[config.mk]
export PLATFORM = sky130hd
export DESIGN_NAME = lbist_ctrl
export DESIGN_NICKNAME = d
export VERILOG_FILES = /design/src/rtl/lbist_pkg.sv /design/src/rtl/lbist_misr.sv /design/src/rtl/lbist_ctrl.sv
export SDC_FILE = /design/constraint.sdc
export NUM_CORES = 1
export LEC_CHECK = 0
export ABC_AREA = 1
export CAP_MARGIN = 20
export CORE_MARGIN = 5
export CORE_UTILIZATION = 47
export DETAILED_ROUTE_END_ITERATION = 16
export HOLD_SLACK_MARGIN = 0.02
export PLACE_DENSITY = 0.78
export REMOVE_ABC_BUFFERS = 1
export SYNTH_ARGS = -nofsm -noshare
export SYNTH_HDL_FRONTEND = slang
export SYNTH_HIERARCHICAL = 1
export SYNTH_SLANG_ARGS = --single-unit
[constraint.sdc]
create_clock -name clk_i -period 3.1 [get_ports clk_i]
set_clock_uncertainty 0.2 [all_clocks]
set_input_delay 0.775 -clock clk_i [delete_from_list [all_inputs] [get_ports clk_i]]
set_output_delay 0.775 -clock clk_i [all_outputs]
set_load 0.005 [all_outputs]
[src/rtl/lbist_pkg.sv]
// Shared types and constants for the logic-BIST controller: FSM encoding,
// PRPG tap positions and the default MISR polynomial.
package lbist_pkg;

  localparam int SIG_W = 32;

  typedef enum logic [2:0] {
    IDLE    = 3'd0,
    INIT    = 3'd1,
    SHIFT   = 3'd2,
    CAPTURE = 3'd3,
    UNLOAD  = 3'd4,
    COMPARE = 3'd5,
    DONE    = 3'd6
  } lbist_state_e;

  // Fibonacci PRPG taps; feedback enters at bit 0 as the register shifts up
  localparam int LFSR_TAP_A = 31;
  localparam int LFSR_TAP_B = 21;
  localparam int LFSR_TAP_C = 1;
  localparam int LFSR_TAP_D = 0;

  localparam logic [SIG_W-1:0] MISR_POLY_DEFAULT = 32'h0040_0007;

  function automatic logic [SIG_W-1:0] lfsr_step(input logic [SIG_W-1:0] cur);
    return {cur[SIG_W-2:0],
            cur[LFSR_TAP_A] ^ cur[LFSR_TAP_B] ^ cur[LFSR_TAP_C] ^ cur[LFSR_TAP_D]};
  endfunction

endpackage

[src/rtl/lbist_misr.sv]
// Multiple-input signature register: compacts a narrow response word into a
// 32-bit signature when enabled; synchronous clear has priority over enable.
module lbist_misr
  import lbist_pkg::*;
#(
  parameter int                IN_W = 8,
  parameter logic [SIG_W-1:0]  POLY = MISR_POLY_DEFAULT
) (
  input  logic              clk_i,
  input  logic              rst_i,
  input  logic              clr_i,
  input  logic              en_i,
  input  logic [IN_W-1:0]   data_i,
  output logic [SIG_W-1:0]  sig_o
);

  logic [SIG_W-1:0] misr_reg;
  logic [SIG_W-1:0] misr_next;
  logic [SIG_W-1:0] data_ext;

  always_comb begin
    data_ext = '0;
    data_ext[IN_W-1:0] = data_i;
    misr_next = (misr_reg << 1) ^ ({SIG_W{misr_reg[SIG_W-1]}} & POLY) ^ data_ext;
  end

  always_ff @(posedge clk_i or posedge rst_i) begin
    if (rst_i) begin
      misr_reg <= '0;
    end else if (clr_i) begin
      misr_reg <= '0;
    end else if (en_i) begin
      misr_reg <= misr_next;
    end
  end

  assign sig_o = misr_reg;

endmodule

[src/rtl/lbist_ctrl.sv]
// Logic-BIST controller: PRPG load, functional capture and MISR unload over
// N_PATTERNS patterns, then a golden-signature compare.
module lbist_ctrl
  import lbist_pkg::*;
#(
  parameter int               N_CHAINS   = 8,
  parameter int               CHAIN_LEN  = 64,
  parameter int               N_PATTERNS = 1024,
  parameter logic [SIG_W-1:0] LFSR_SEED  = 32'hACE1_0001,
  parameter logic [SIG_W-1:0] MISR_POLY  = MISR_POLY_DEFAULT,
  localparam int              PC_W       = $clog2(N_PATTERNS + 1),
  localparam int              SC_W       = (CHAIN_LEN > 1) ? $clog2(CHAIN_LEN) : 1
) (
  input  logic                clk_i,
  input  logic                rst_i,
  input  logic                start_i,
  input  logic                abort_i,
  input  logic [SIG_W-1:0]    golden_sig_i,
  input  logic [N_CHAINS-1:0] scan_out_i,
  output logic [N_CHAINS-1:0] scan_in_o,
  output logic                scan_en_o,
  output logic                capture_o,
  output logic                test_mode_o,
  output logic                busy_o,
  output logic                done_o,
  output logic                pass_o,
  output logic [SIG_W-1:0]    signature_o,
  output logic [PC_W-1:0]     pattern_cnt_o
);

  if (LFSR_SEED == '0) begin : g_bad_seed
    $error("lbist_ctrl: LFSR_SEED must be non-zero");
  end
  if (N_CHAINS < 1 || N_CHAINS > SIG_W) begin : g_bad_chains
    $error("lbist_ctrl: N_CHAINS must be in 1..32");
  end
  if (CHAIN_LEN < 1 || N_PATTERNS < 1) begin : g_bad_lengths
    $error("lbist_ctrl: CHAIN_LEN and N_PATTERNS must be at least 1");
  end

  lbist_state_e     state_reg, state_next;
  logic [SC_W-1:0]  shift_cnt_reg;
  logic [PC_W-1:0]  pattern_cnt_reg;
  logic [SIG_W-1:0] lfsr_reg;
  logic             pass_reg;
  logic             last_shift;
  logic             last_pattern;
  logic             run_active;
  logic             misr_en;
  logic             misr_clr;

  assign last_shift   = (shift_cnt_reg == SC_W'(CHAIN_LEN - 1));
  assign last_pattern = ((pattern_cnt_reg + PC_W'(1)) == PC_W'(N_PATTERNS));
  assign run_active   = (state_reg != IDLE) && (state_reg != DONE);

  always_comb begin
    state_next = state_reg;
    if (abort_i && run_active) begin
      state_next = IDLE;
    end else begin
      unique case (state_reg)
        IDLE:    if (start_i) state_next = INIT;
        INIT:    state_next = SHIFT;
        SHIFT:   if (last_shift) state_next = CAPTURE;
        CAPTURE: state_next = last_pattern ? UNLOAD : SHIFT;
        UNLOAD:  if (last_shift) state_next = COMPARE;
        COMPARE: state_next = DONE;
        DONE:    if (start_i) state_next = INIT;
        default: state_next = IDLE;
      endcase
    end
  end

  always_ff @(posedge clk_i or posedge rst_i) begin
    if (rst_i) begin
      state_reg       <= IDLE;
      shift_cnt_reg   <= '0;
      pattern_cnt_reg <= '0;
      lfsr_reg        <= LFSR_SEED;
      pass_reg        <= 1'b0;
    end else begin
      state_reg <= state_next;
      // Counter restarts on every phase change, saturates at the last shift
      if (state_next != state_reg) begin
        shift_cnt_reg <= '0;
      end else if (!last_shift) begin
        shift_cnt_reg <= shift_cnt_reg + SC_W'(1);
      end
      unique case (state_reg)
        INIT: begin
          lfsr_reg        <= LFSR_SEED;
          pattern_cnt_reg <= '0;
          pass_reg        <= 1'b0;
        end
        SHIFT:   lfsr_reg <= lfsr_step(lfsr_reg);
        CAPTURE: pattern_cnt_reg <= pattern_cnt_reg + PC_W'(1);
        COMPARE: pass_reg <= (signature_o == golden_sig_i);
        default: ;
      endcase
    end
  end

  // The first unload only flushes unknown chain contents, so it is not compacted
  assign misr_en  = ((state_reg == SHIFT) && (pattern_cnt_reg != '0)) || (state_reg == UNLOAD);
  assign misr_clr = (state_reg == INIT);

  lbist_misr #(
    .IN_W (N_CHAINS),
    .POLY (MISR_POLY)
  ) u_misr (
    .clk_i  (clk_i),
    .rst_i  (rst_i),
    .clr_i  (misr_clr),
    .en_i   (misr_en),
    .data_i (scan_out_i),
    .sig_o  (signature_o)
  );

  assign scan_in_o     = (state_reg == SHIFT) ? lfsr_reg[N_CHAINS-1:0] : '0;
  assign scan_en_o     = (state_reg == SHIFT) || (state_reg == UNLOAD);
  assign capture_o     = (state_reg == CAPTURE);
  assign test_mode_o   = run_active;
  assign busy_o        = run_active;
  assign done_o        = (state_reg == DONE);
  assign pass_o        = (state_reg == DONE) && pass_reg;
  assign pattern_cnt_o = pattern_cnt_reg;

endmodule
Yosys cells after proc, flatten, opt, wreduce, memory -nomap -nowiden
Index checks and enable logic that the tools add are counted.
- $add $sub $neg: 2
- equal/unequal tests: 12
- mux-type cells: 14
- bitwise gates (word level): 5
- reduce and logical (&&, ||, !) cells: 14
- operators with widths (kind ; count):
    32-bit two-way mux ; 2
    32-bit case mux with 2 select lines ; 1
    32-bit == test ; 1
    32-bit by 23-bit bitwise XOR with 32-bit output ; 1
    32-bit by 8-bit bitwise XOR with 32-bit output ; 1
    11-bit case mux with 2 select lines ; 1
    3-bit case mux with 6 select lines ; 1
    3-bit two-way mux ; 5
    6-bit two-way mux ; 2
    11-bit by 1-bit adder with 11-bit output (second input constant) ; 1
    11-bit == test (second input constant) ; 1
    11-bit nonzero test ; 1
    3-bit == test (second input constant) ; 3
    8-bit two-way mux ; 1
    2-bit nonzero test ; 4
    6-bit by 1-bit adder with 6-bit output (second input constant) ; 1
    3-bit by 2-bit == test with 1-bit output (second input constant) ; 2
    6-bit == test (second input constant) ; 1
    1-bit logical AND ; 4
    3-bit by 1-bit == test with 1-bit output (second input constant) ; 1
    3-bit logical NOT ; 1
    3-bit != test ; 1
    3-bit != test (second input constant) ; 1
    3-bit nonzero test ; 1
    other kinds (5) ; 8
- bits in registers: 85
- output and inout port bits: 57

Longest topological paths before layout
- word-level depth: 7
- depth in mapped cells: 15
- gate-level depth less buffers: 15

Cells and area by module
Netlist, hierarchy kept.
- modules (own cells, without submodules) (module ; times used ; cells an instance ; area an instance (µm²) ; seq. area each (µm²)):
    lbist_ctrl ; 1 ; 358 ; 2946.6 ; 1337.5
    lbist_misr ; 1 ; 137 ; 1377.6 ; 800.8

Least setup slack after synthesis
Ideal clock, no wire load.
- kind: register to register
- from: register state_reg[0]
- to: register u_misr.misr_reg[7], in the netlist u_misr/sig_o[7]
- setup time: 80 ps
- arrival time: 2086 ps
- required time: 2820 ps
- slack: 734 ps
- cell stages (with the launch flop): 11
- path buffers: 3
- period minus slack after synthesis: 2366 ps
- cells stage by stage: dfrtp_1 > clkbuf_2 > nor2_1 > nand2_1 > clkbuf_1 > o21ai_0 > inv_2 > nor2_4 > inv_2 > buf_6 > o22ai_2
- word-level cells in the longest chain between the ends: 4
- elaborated cells on any way between the ends: 7
- classes of those cells: eq/ne (3); mux (1); reduce/logical (3)
- ends and longest elaborated chain (element ; line ; text):
    from (decl) ; lbist_ctrl.sv:41 ; lbist_state_e state_reg, state_next;
    from (signal assigned) ; lbist_ctrl.sv:82 ; state_reg <= state_next;
    3-bit by 2-bit == test with 1-bit output ; lbist_ctrl.sv:104 ; assign misr_en = ((state_reg == SHIFT) && (pattern_cnt_reg != '0)) || (state_reg == UNLOAD);
    1-bit logical AND ; lbist_ctrl.sv:104 ;
    1-bit logical OR (*) ; lbist_ctrl.sv:104 ;
    net misr_en ; lbist_ctrl.sv:49 ; logic misr_en;
    2-bit nonzero test (no line) (*) ; n/a ;
    to (signal assigned) ; lbist_misr.sv:33 ; misr_reg <= misr_next;
    to (decl) ; lbist_misr.sv:17 ; logic [SIG_W-1:0] misr_reg;
Mark *: on every way through the listed nets, which the timed path passes. The rest lies on a longest branch.
A chain may end at the register's enable or synchronous reset.

Final worst setup path
- from: register state_reg[0]
- to: output scan_in_o[4]
- word-level cells in the longest chain between the ends: 2
- ends and longest elaborated chain (element ; line ; text):
    3-bit by 2-bit == test with 1-bit output ; lbist_ctrl.sv:119 ; assign scan_in_o = (state_reg == SHIFT) ? lfsr_reg[N_CHAINS-1:0] : '0;
    8-bit two-way mux ; lbist_ctrl.sv:119 ;
    to (decl) ; lbist_ctrl.sv:20 ; output logic [N_CHAINS-1:0] scan_in_o,
No other way between the ends.

==> metrics.md <==
| Metric | Value |
|---|---|
| Status | complete, no violations |
| Crit. End Element | primary output |
| GP Congestion | 0.827 |
| CTS Root Cell | clkbuf_8 |
| Crit path kind | reg -> out |
| Filler cells | 777 |
| Mapped cell area | 4320 um^2 |
| Area after DPL | between 5000 and 6000 um^2 |
| First-pass GRT wire length | ~18 mm |
| Worst path slowest cell | clkdlybuf4s50_1 |
| Largest net degree at the start of global routing | 34 |
| Maxcap violations | 0 |
| Routed length per placed instance | between 10 and 15 um |
| Pleak | 2.40 nW |
| Total negative slack | 0 ps |
| CP startpoint kind | register |
| Post-route DRC | 0 |
| Remaining antenna violation count | 0 |
| Initial Utilization | 0.475 |
| Detail Placement HPWL | 7.88 mm |
| Post-route cell area | 5660 um^2 |
| CP max stage delay | 520 ps |
| Final wirelength | 10.3 mm |
| Via density | 5.13 |
| Area of the multi-input gates | 1850 um^2 |
| Max VDD drop | 331 uV |
| Final #Nets | 650 |
| CP required | ~2100 ps |
| Ys Warns | 6 |
| Clock Path Buffers | 2 |
| Most frequent cells in the layout | clkdlybuf4s50_1, nand2_1, dfrtp_1 |
| Fin crit share | 0.958 |
| Hold Crit Class | reg -> reg |
| Share of cells above drive strength 1 | 0.133 |
| CP Buf/Inv Count | 1 |
| # Post-CTS Setup Buffers | 0 |
| # diodes | 0 |
| Total CTS buffers | 9 |
| H-tree Lvls | 3 |
| Total core area | 9110 um^2 |
| # clock sinks | 85 |
| Final Setup Violations | 0 |
| P&R area growth vs syn | 31.0% |
| Max_slew headroom | 0.568 |
| Total gr overflow | 0 |
| Count of cell types in the netlist | 38 |
| Worst EP arrival | 2000 ps |
| Post-Syn Instances | 495 |
| Chip Width | 106 um |
| Least-Margin Pin Slew | 648 ps |
| Seq/Total Area, Yosys | 0.495 |
| I/O pins | roughly 100 |
| Tmin final | 2970 ps |
| IO Port Bufs | 100 |
| Mean post-synth cell area | 8.74 um^2 |
| Final Max Tran Viols | 0 |
| Crit-path cells | nor2_1 -> nand2_4 -> nor2_1 -> clkdlybuf4s50_1 |
| Worst-path clk slew | around 90 ps |
| RSZ-0062 raised after global routing | no |
| Worst-Skew Late Latency | 350 ps |
| Fin. Hold Viols | 0 |
| Reg area | between 2000 and 2500 um^2 |
| Commonest non-fill, non-tap cell in the layout | clkdlybuf4s50_1 |
| Iteration-0 DRC Markers | 98 |
| Die area | 11200 um^2 |
| Vias in the first global route | ~3800 |
| Fmax | ~340 MHz |
| CP max FO | 15 |
| Antenna violations before repair | 0 |
| Routed vias | approximately 3700 |
| Fin worst setup slack | 129 ps |
| Pre-CTS setup slack | roughly 320 ps |
| Aggregate global-route resource usage | 0.192 |
| CP top delay family | simple AND/OR/NAND/NOR gates |
| PwrDens | 699 nW/um^2 |
| CTS tree | built |
| Die Y-Extent | 106 um |
| TritonRoute pass-1 iters | 4 |
| Seq cells post-synth | 85 |
| Cell with the most instances on the worst path | nor2_1 |
| Row count | 35 |
per-stage QoR:
stage	utilization	hold slack [ps]	std cells	total power, mW
floorplan	-	242	482	2.56
global placement	0.601	264	703	3.18
detailed placement	0.601	274	703	3.24
CTS	0.621	285	719	3.98
global route	0.622	306	719	4.26
finish	0.622	285	719	3.96
final timing paths:
path | start | to | slack (ps) | cells past startpoint
setup / recovery | state_reg[0] | scan_in_o[4] | 130 | 4
hold / removal | lfsr_reg[16] | lfsr_reg[16] | 280 | 2
setup reg to reg | state_reg[0] | shift_cnt_reg[2] | 690 | 10
hold reg to reg | lfsr_reg[16] | lfsr_reg[16] | 280 | 2
max in group asynchronous | rst_i | lfsr_reg[13] | 1410 | 3
min in group asynchronous | rst_i | u_misr/sig_o[2] | 660 | 3
layer usage:
metal,routed length [um],vias up,global-route usage
met5,0,-,0
met4,184,0,0.0685
met3,614,16,0.0534
met2,4920,106,0.316
met1,4580,1744,0.243
li1,-,1825,-
cell families (layout without fill, tap and decap cells):
kind of cell / after synthesis / in the layout / share of synthesized area
simple gates: 191 / 191 / 0.203
compound gates: 92 / 92 / 0.140
buf+inv: 88 / 201 / 0.0807
flops: 85 / 85 / 0.495
xor+xnor: 35 / 35 / 0.0709
fa+ha+maj: 3 / 3 / 0.00868
mux: 1 / 1 / 0.00231
layout make-up:
type / count / area share
Inverter: 75 / 0.0497
Timing Repair Buffer: 110 / 0.190
Clock buffer: 10 / 0.0225
Multi-Input combinational cell: 322 / 0.326
Clock inverter: 6 / 0.00928
Tap cell: 111 / 0.0245
Sequential cell: 85 / 0.378
repair_timing:
item | 4_1_cts | 5_1_grt
resized for setup | 1 | 2
hold buffers | 0 | 0
setup endpoints to repair | 9 | 7
worst register-to-register path, cell delays in order, from the launching register on:
cell and delay, ps:
dfrtp_1 480, nor2_1 310, nand2_4 190, buf_4 220
nand2_1 340, nor2_1 90, nand2_1 80, nand2_1 70
nand2_1 100, nand3_2 140, nor2_1 130
cell usage after synthesis (all sizes together):
cell type	instances	area share
nor3	5	0.0069
dfstp	9	0.055
xnor2	27	0.055
nor2	48	0.049
o22ai	37	0.068
clkinv	2	0.0017
and2	1	0.0014
or2	5	0.0072
xor2	8	0.016
clkbuf	6	0.0055
o21ai	38	0.045
dfrtp	76	0.44
nand3	27	0.037
nor4	3	0.0043
o211ai	2	0.0035
a31o	1	0.0020
buf	7	0.010
nand4	7	0.010
mux2i	1	0.0023
o22a	4	0.0081
a21oi	8	0.010
inv	73	0.063
ha	3	0.0087
a22oi	2	0.0035
nand2	95	0.087
report_power, final:
group | internal, mW | switching [mW]
Sequential | 1.38 | 0.171
Combinational | 0.687 | 0.999
Clock | 0.306 | 0.420
Total | 2.37 | 1.59
(Power assumes the default switching activity.)
==> edit 1, RTL diff (same settings) <==
Set the parameter `CHAIN_LEN` to 128 (it was 64).
--- a/src/rtl/lbist_ctrl.sv
+++ b/src/rtl/lbist_ctrl.sv
@@ -6,3 +6,3 @@
   parameter int               N_CHAINS   = 8,
-  parameter int               CHAIN_LEN  = 64,
+  parameter int               CHAIN_LEN  = 128,
   parameter int               N_PATTERNS = 1024,
Function: no difference found for any inputs over 10 cycles, from zero or initial values and one cycle with rst_i high; that may be too few to reach the edited logic, so the function may still have changed.
==> edit 1 against the unedited design <==
- via count up 1.9%
- worst hold slack worse by 0.0017 ns
- sequential power down 3%
- die area up 0.15%
- area after synthesis up 0.17%
- sequential cell count up 1
- total power down 6.6%
- combinational power down 20%
- critical path depth unchanged
- worst setup slack better by 0.012 ns
- design area up 0.86%
- core utilization up 0.54 points
- wire length up 0.71%
- maximum frequency up 0.42%
==> edit 1: results (changes against the unedited design) <==
Critical path
  – Worst R2R End: u_misr/sig_o[22]
  – CP arrival: 1.98 ns (-0.02 ns)
  – Worst-path fanout max: 12 (-3)
  – Setup crit end: scan_in_o[0]
  – R2R depth: 8 (-2)
  – Reg2reg start: state_reg[2]

Worst hold path
  – Min-delay src: lfsr_reg[27]
  – Hold endpoint: lfsr_reg[27]

Synthesis
  – Register area share after synthesis: 0.499 (+0.00492)
  – Post-synth top cells: 94 x nand2_1, 77 x dfrtp_1, 73 x inv_1
  – Area share of fa/ha/maj cells after synthesis: 0.00867 (-0.0000150)
  – Xor/xnor share of the synthesized area: 0.0748 (+0.00392)
  – Compound-Gate Fraction of Synth Area: 0.134 (-0.00602)
  – Top cells by area, synth: dfrtp_1 44%, nand2_1 8.1%, inv_1 6.3%
  – Cell variety after synth: 35 (-7.9%)
  – Yosys top cell area share: 0.445 (+0.00501)
  – Post-synthesis mux area share: 0.00231 (-0.00000401)

Global routing
  – Largest net degree at the start of global routing: 37 (+8.8%)
  – Global Route Usage Sum: 0.196 (+0.00464)
  – Number of global-route vias before repair: 3959 (+4.7%)
  – Global-route wire length before repair: 18100 um (+3.1%)

Route
  – Final wirelength: 10400 um (+0.71%)
  – Initial DRT Pass Iterations: 5 (+1)
  – Iter 0 DRT Violations: 164 (+67%)

Pwr
  – Leakage power: 2.49 nW (+3.7%)
  – Maximum vdd ir drop: 0.349 mV (+5.4%)

Placed design
  – Setup WS pre-CTS: 0.354 ns (+0.0322 ns)
  – Global placement routability congestion: 0.915 (+11%)

Layout
  – Number of filler instances in the final layout: 746 (-4.0%)
  – Share of cells above drive strength 1: 0.115 (-0.0180)
  – FF+latch area: 2160 um^2 (+1.2%)

Timing
  – Hold slack final: 0.283 ns (-0.00175 ns)
  – Min cycle time layout: 2.96 ns (-0.0124 ns)

Outcome
  – Status: complete, no violations
==> edit 1: through the flow <==
stage | power [mW] | std cells | TNS (ns) | area, um^2
global route | 3.95 | 727 | 0 | 5710
detailed placement | 2.88 | 711 | 0 | 5500
global placement | 2.83 | 711 | 0 | 5500
floorplan | 2.32 | 488 | -6.19 | 4270
finish | 3.70 | 727 | 0 | 5710
CTS | 3.72 | 727 | 0 | 5710
==> edit 1: layer usage <==
metal / routed length [um] / track usage / share of wire / vias to the layer above
met5: 0 / 0 / 0 / -
met2: 5080 / 0.332 / 0.49 / 138
li1: - / - / - / 1842
met3: 668 / 0.0534 / 0.064 / 23
met4: 195 / 0.0675 / 0.019 / 0
met1: 4430 / 0.243 / 0.43 / 1759
==> edit 1: worst max-delay path, cell delays in order (launching register included) <==
cell and delay, ns:
dfrtp_1 0.44, inv_1 0.20, nand3_2 0.28, nor2_1 0.18
clkdlybuf4s50_1 0.52
==> edit 1: cells by family (layout without fill, tap and decap cells) <==
group                      Yosys count  in the layout
AOI/OAI and AO/OA                   90             90
and+or+nand+nor                    192            192
DFF                                 86             86
muxes                                1              1
xor gates and xnor gates            37             37
adders and majority gates            3              3
buffers and inverters               92            207
==> edit 1: cell type report <==
class | instances | share of cell area
Clock buffer | 10 | 0.0241
Clock inverter | 6 | 0.0129
Inverter | 79 | 0.0519
Multi-Input combinational cell | 323 | 0.317
Sequential cell | 86 | 0.379
Tap cell | 111 | 0.0243
Timing Repair Buffer | 112 | 0.191
==> edit 1: power by group <==
group | leakage (nW) | switching [mW] | internal [mW]
Clock | 0.108 | 0.421 | 0.408
Combinational | 1.23 | 0.790 | 0.565
Sequential | 1.15 | 0.150 | 1.36
Total | 2.49 | 1.36 | 2.34
==> edit 2, RTL diff (same flow settings) <==
Made on the original files. Put a register stage on the outputs `scan_in_o`, `scan_en_o`, `capture_o`, `test_mode_o`, `busy_o`, `done_o` and `pass_o`, cleared by the reset. The values now appear one clock later. The other outputs are not delayed to match.
--- a/src/rtl/lbist_ctrl.sv
+++ b/src/rtl/lbist_ctrl.sv
@@ -118,9 +118,21 @@
 
-  assign scan_in_o     = (state_reg == SHIFT) ? lfsr_reg[N_CHAINS-1:0] : '0;
-  assign scan_en_o     = (state_reg == SHIFT) || (state_reg == UNLOAD);
-  assign capture_o     = (state_reg == CAPTURE);
-  assign test_mode_o   = run_active;
-  assign busy_o        = run_active;
-  assign done_o        = (state_reg == DONE);
-  assign pass_o        = (state_reg == DONE) && pass_reg;
+  always_ff @(posedge clk_i or posedge rst_i) begin
+    if (rst_i) begin
+      scan_in_o   <= '0;
+      scan_en_o   <= '0;
+      capture_o   <= '0;
+      test_mode_o <= '0;
+      busy_o      <= '0;
+      done_o      <= '0;
+      pass_o      <= '0;
+    end else begin
+      scan_in_o   <= (state_reg == SHIFT) ? lfsr_reg[N_CHAINS-1:0] : '0;
+      scan_en_o   <= (state_reg == SHIFT) || (state_reg == UNLOAD);
+      capture_o   <= (state_reg == CAPTURE);
+      test_mode_o <= run_active;
+      busy_o      <= run_active;
+      done_o      <= (state_reg == DONE);
+      pass_o      <= (state_reg == DONE) && pass_reg;
+    end
+  end
   assign pattern_cnt_o = pattern_cnt_reg;
Function: changed (Yosys sat finds a counterexample within 4 cycles, from zero or initial values and one cycle with rst_i high).
==> edit 2 against the unedited design <==
- sequential cell count increased by 13
- wire length increased by 5.3%
- area after synthesis increased by 7.4%
- global-route usage decreased by 0.095 points
- total power decreased by 0.90%
- design area increased by 5.9%
- non-clock buffer count decreased by 4
- sequential power increased by 12%
- combinational power decreased by 20%
- die area increased by 6.7%
- register-to-register slack got worse by 0.34 ns
- worst setup slack improved by 0.22 ns
==> edit 2: results (changes against the unedited design) <==
Synthesis
  – Cell variety after synth: 36 (-5.3%)
  – Mapped Avg Cell Area: 9.04 um^2 (+3.5%)
  – Fraction of registers with async set/reset: 1.00 (unchanged)
  – Register area share after synthesis: 0.530 (+0.0358)
  – Post-synth top cells: 93 x nand2_1, 89 x dfrtp_1, 74 x inv_1
  – Yosys warns: 6 (unchanged)
  – Top cells by area, synth: dfrtp_1 48%, nand2_1 7.5%, inv_1 6.0%

Placed design
  – Detailed Place HPWL: 8100 um (+2.8%)
  – IO buf count: 100 (unchanged)
  – Dpl cell area: 5800 um^2 (+6.0%)
  – Global placement routability congestion: 0.901 (+8.9%)
  – Setup WS pre-CTS: 0.412 ns (+0.0900 ns)
  – DP Cell Count: 740 (+5.3%)

Global routing
  – Largest net degree at the start of global routing: 67 (+97%)
  – Initial antenna violation count: 0 (unchanged)
  – Global Route Usage Sum: 0.191 (-0.000952)
  – Global-route wire length before repair: 17900 um (+2.2%)
  – Number of global-route vias before repair: 3847 (+1.7%)

Critical path
  – R2R Setup Slk: 0.35 ns (-0.34 ns)
  – CP arrival: 2.83 ns (+0.83 ns)
  – Setup crit end: u_misr/sig_o[4]
  – Slowest-stage cell, CP: o21ai_1
  – Crit-path max cell delay: 0.82 ns (+0.30 ns)
  – R2R depth: 9 (-1)
  – Top delay family on crit path: compound AO/OA/AOI/OAI gates
  – Worst-path fanout max: 16 (+1)
  – Startpoint Class: flop
  – Reg2reg start: pattern_cnt_o[0]

Clock tree
  – Longest Clk Path Bufs: 2 (unchanged)
  – H-tree lvl count: 3 (unchanged)
  – Post-CTS setup buffer count: 0 (unchanged)
  – Clock root cell: clkbuf_8
  – Total CTS buffers: 9 (unchanged)
  – Resize count post-CTS: 0 (-1)
  – Clock latency on the worst-skew pair: 0.36 ns
  – Clock-pin slew on the worst setup and hold paths: 0.10 ns

Layout
  – Nets@finish: 665 (+2.3%)
  – Share of cells above drive strength 1: 0.0979 (-0.0353)
  – ANT cells: 0 (unchanged)
  – Number of filler instances in the final layout: 861 (+11%)

Route
  – Vias/cell: 5.09 (-0.80%)
  – Iter 0 DRT Violations: 210 (+110%)
  – Initial DRT Pass Iterations: 5 (+1)
  – Routed WL per cell: 14.3 um (+0.17%)
  – Vias: 3850 (+4.3%)

Worst hold path
  – Worst min-delay path class: flop to flop

Pwr
  – Leakage power: 2.59 nW (+7.7%)
  – Maximum vdd ir drop: 0.304 mV (-8.2%)

Timing
  – Slew @ Worst Pin: 1.06 ns (+0.408 ns)
  – Hold slack final: 0.281 ns (-0.00364 ns)
  – Min cycle time layout: 2.75 ns (-0.221 ns)

Outcome
  – Status: complete, no violations
## edit 2: worst min path at each step
stage	from	end	cells after the start
after floorplan	pass_reg	pass_reg	2
final	lfsr_reg[27]	lfsr_reg[27]	2
after detailed placement	lfsr_reg[27]	lfsr_reg[27]	2
after global placement	lfsr_reg[29]	lfsr_reg[29]	2
after CTS	lfsr_reg[27]	lfsr_reg[27]	2
after global routing	lfsr_reg[27]	lfsr_reg[27]	2
## edit 2: metrics by stage
step                TNS (ns)  utilization
floorplan             -0.688            -
global placement           0        0.596
detailed placement         0        0.596
CTS                        0        0.617
global route               0        0.617
finish                     0        0.617
## edit 2: final cells by class
class,count,area (um^2),share of cell area
timing repair buffer,106,1060,0.176
inverter,79,298,0.0496
tap,133,166,0.0277
clock inverter,6,73.8,0.0123
sequential,98,2460,0.411
clock buffer,10,128,0.0213
multi-input combinational,324,1810,0.302
## edit 2: power breakdown
group | internal (mW) | total, mW | switching [mW] | leakage, nW
combinational | 0.568 | 1.35 | 0.787 | 1.18
sequential | 1.57 | 1.74 | 0.167 | 1.31
clock | 0.383 | 0.835 | 0.452 | 0.0950
total | 2.52 | 3.92 | 1.41 | 2.59
## edit 2: logic make-up after synthesis
group,Yosys count,share of synthesized area
and+or+nand+nor,192,0.183
DFF,98,0.530
buffers and inverters,92,0.0797
AOI/OAI and AO/OA,91,0.127
xor gates and xnor gates,37,0.0698
adders and majority gates,3,0.00808
muxes,1,0.00215
## edit 2: per-layer routing
layer / vias up / track usage / wire [um]
met5: - / 0 / 0
met4: 0 / 0.0757 / 246
met3: 21 / 0.0493 / 683
met2: 137 / 0.313 / 5240
met1: 1818 / 0.241 / 4680
li1: 1874 / - / -
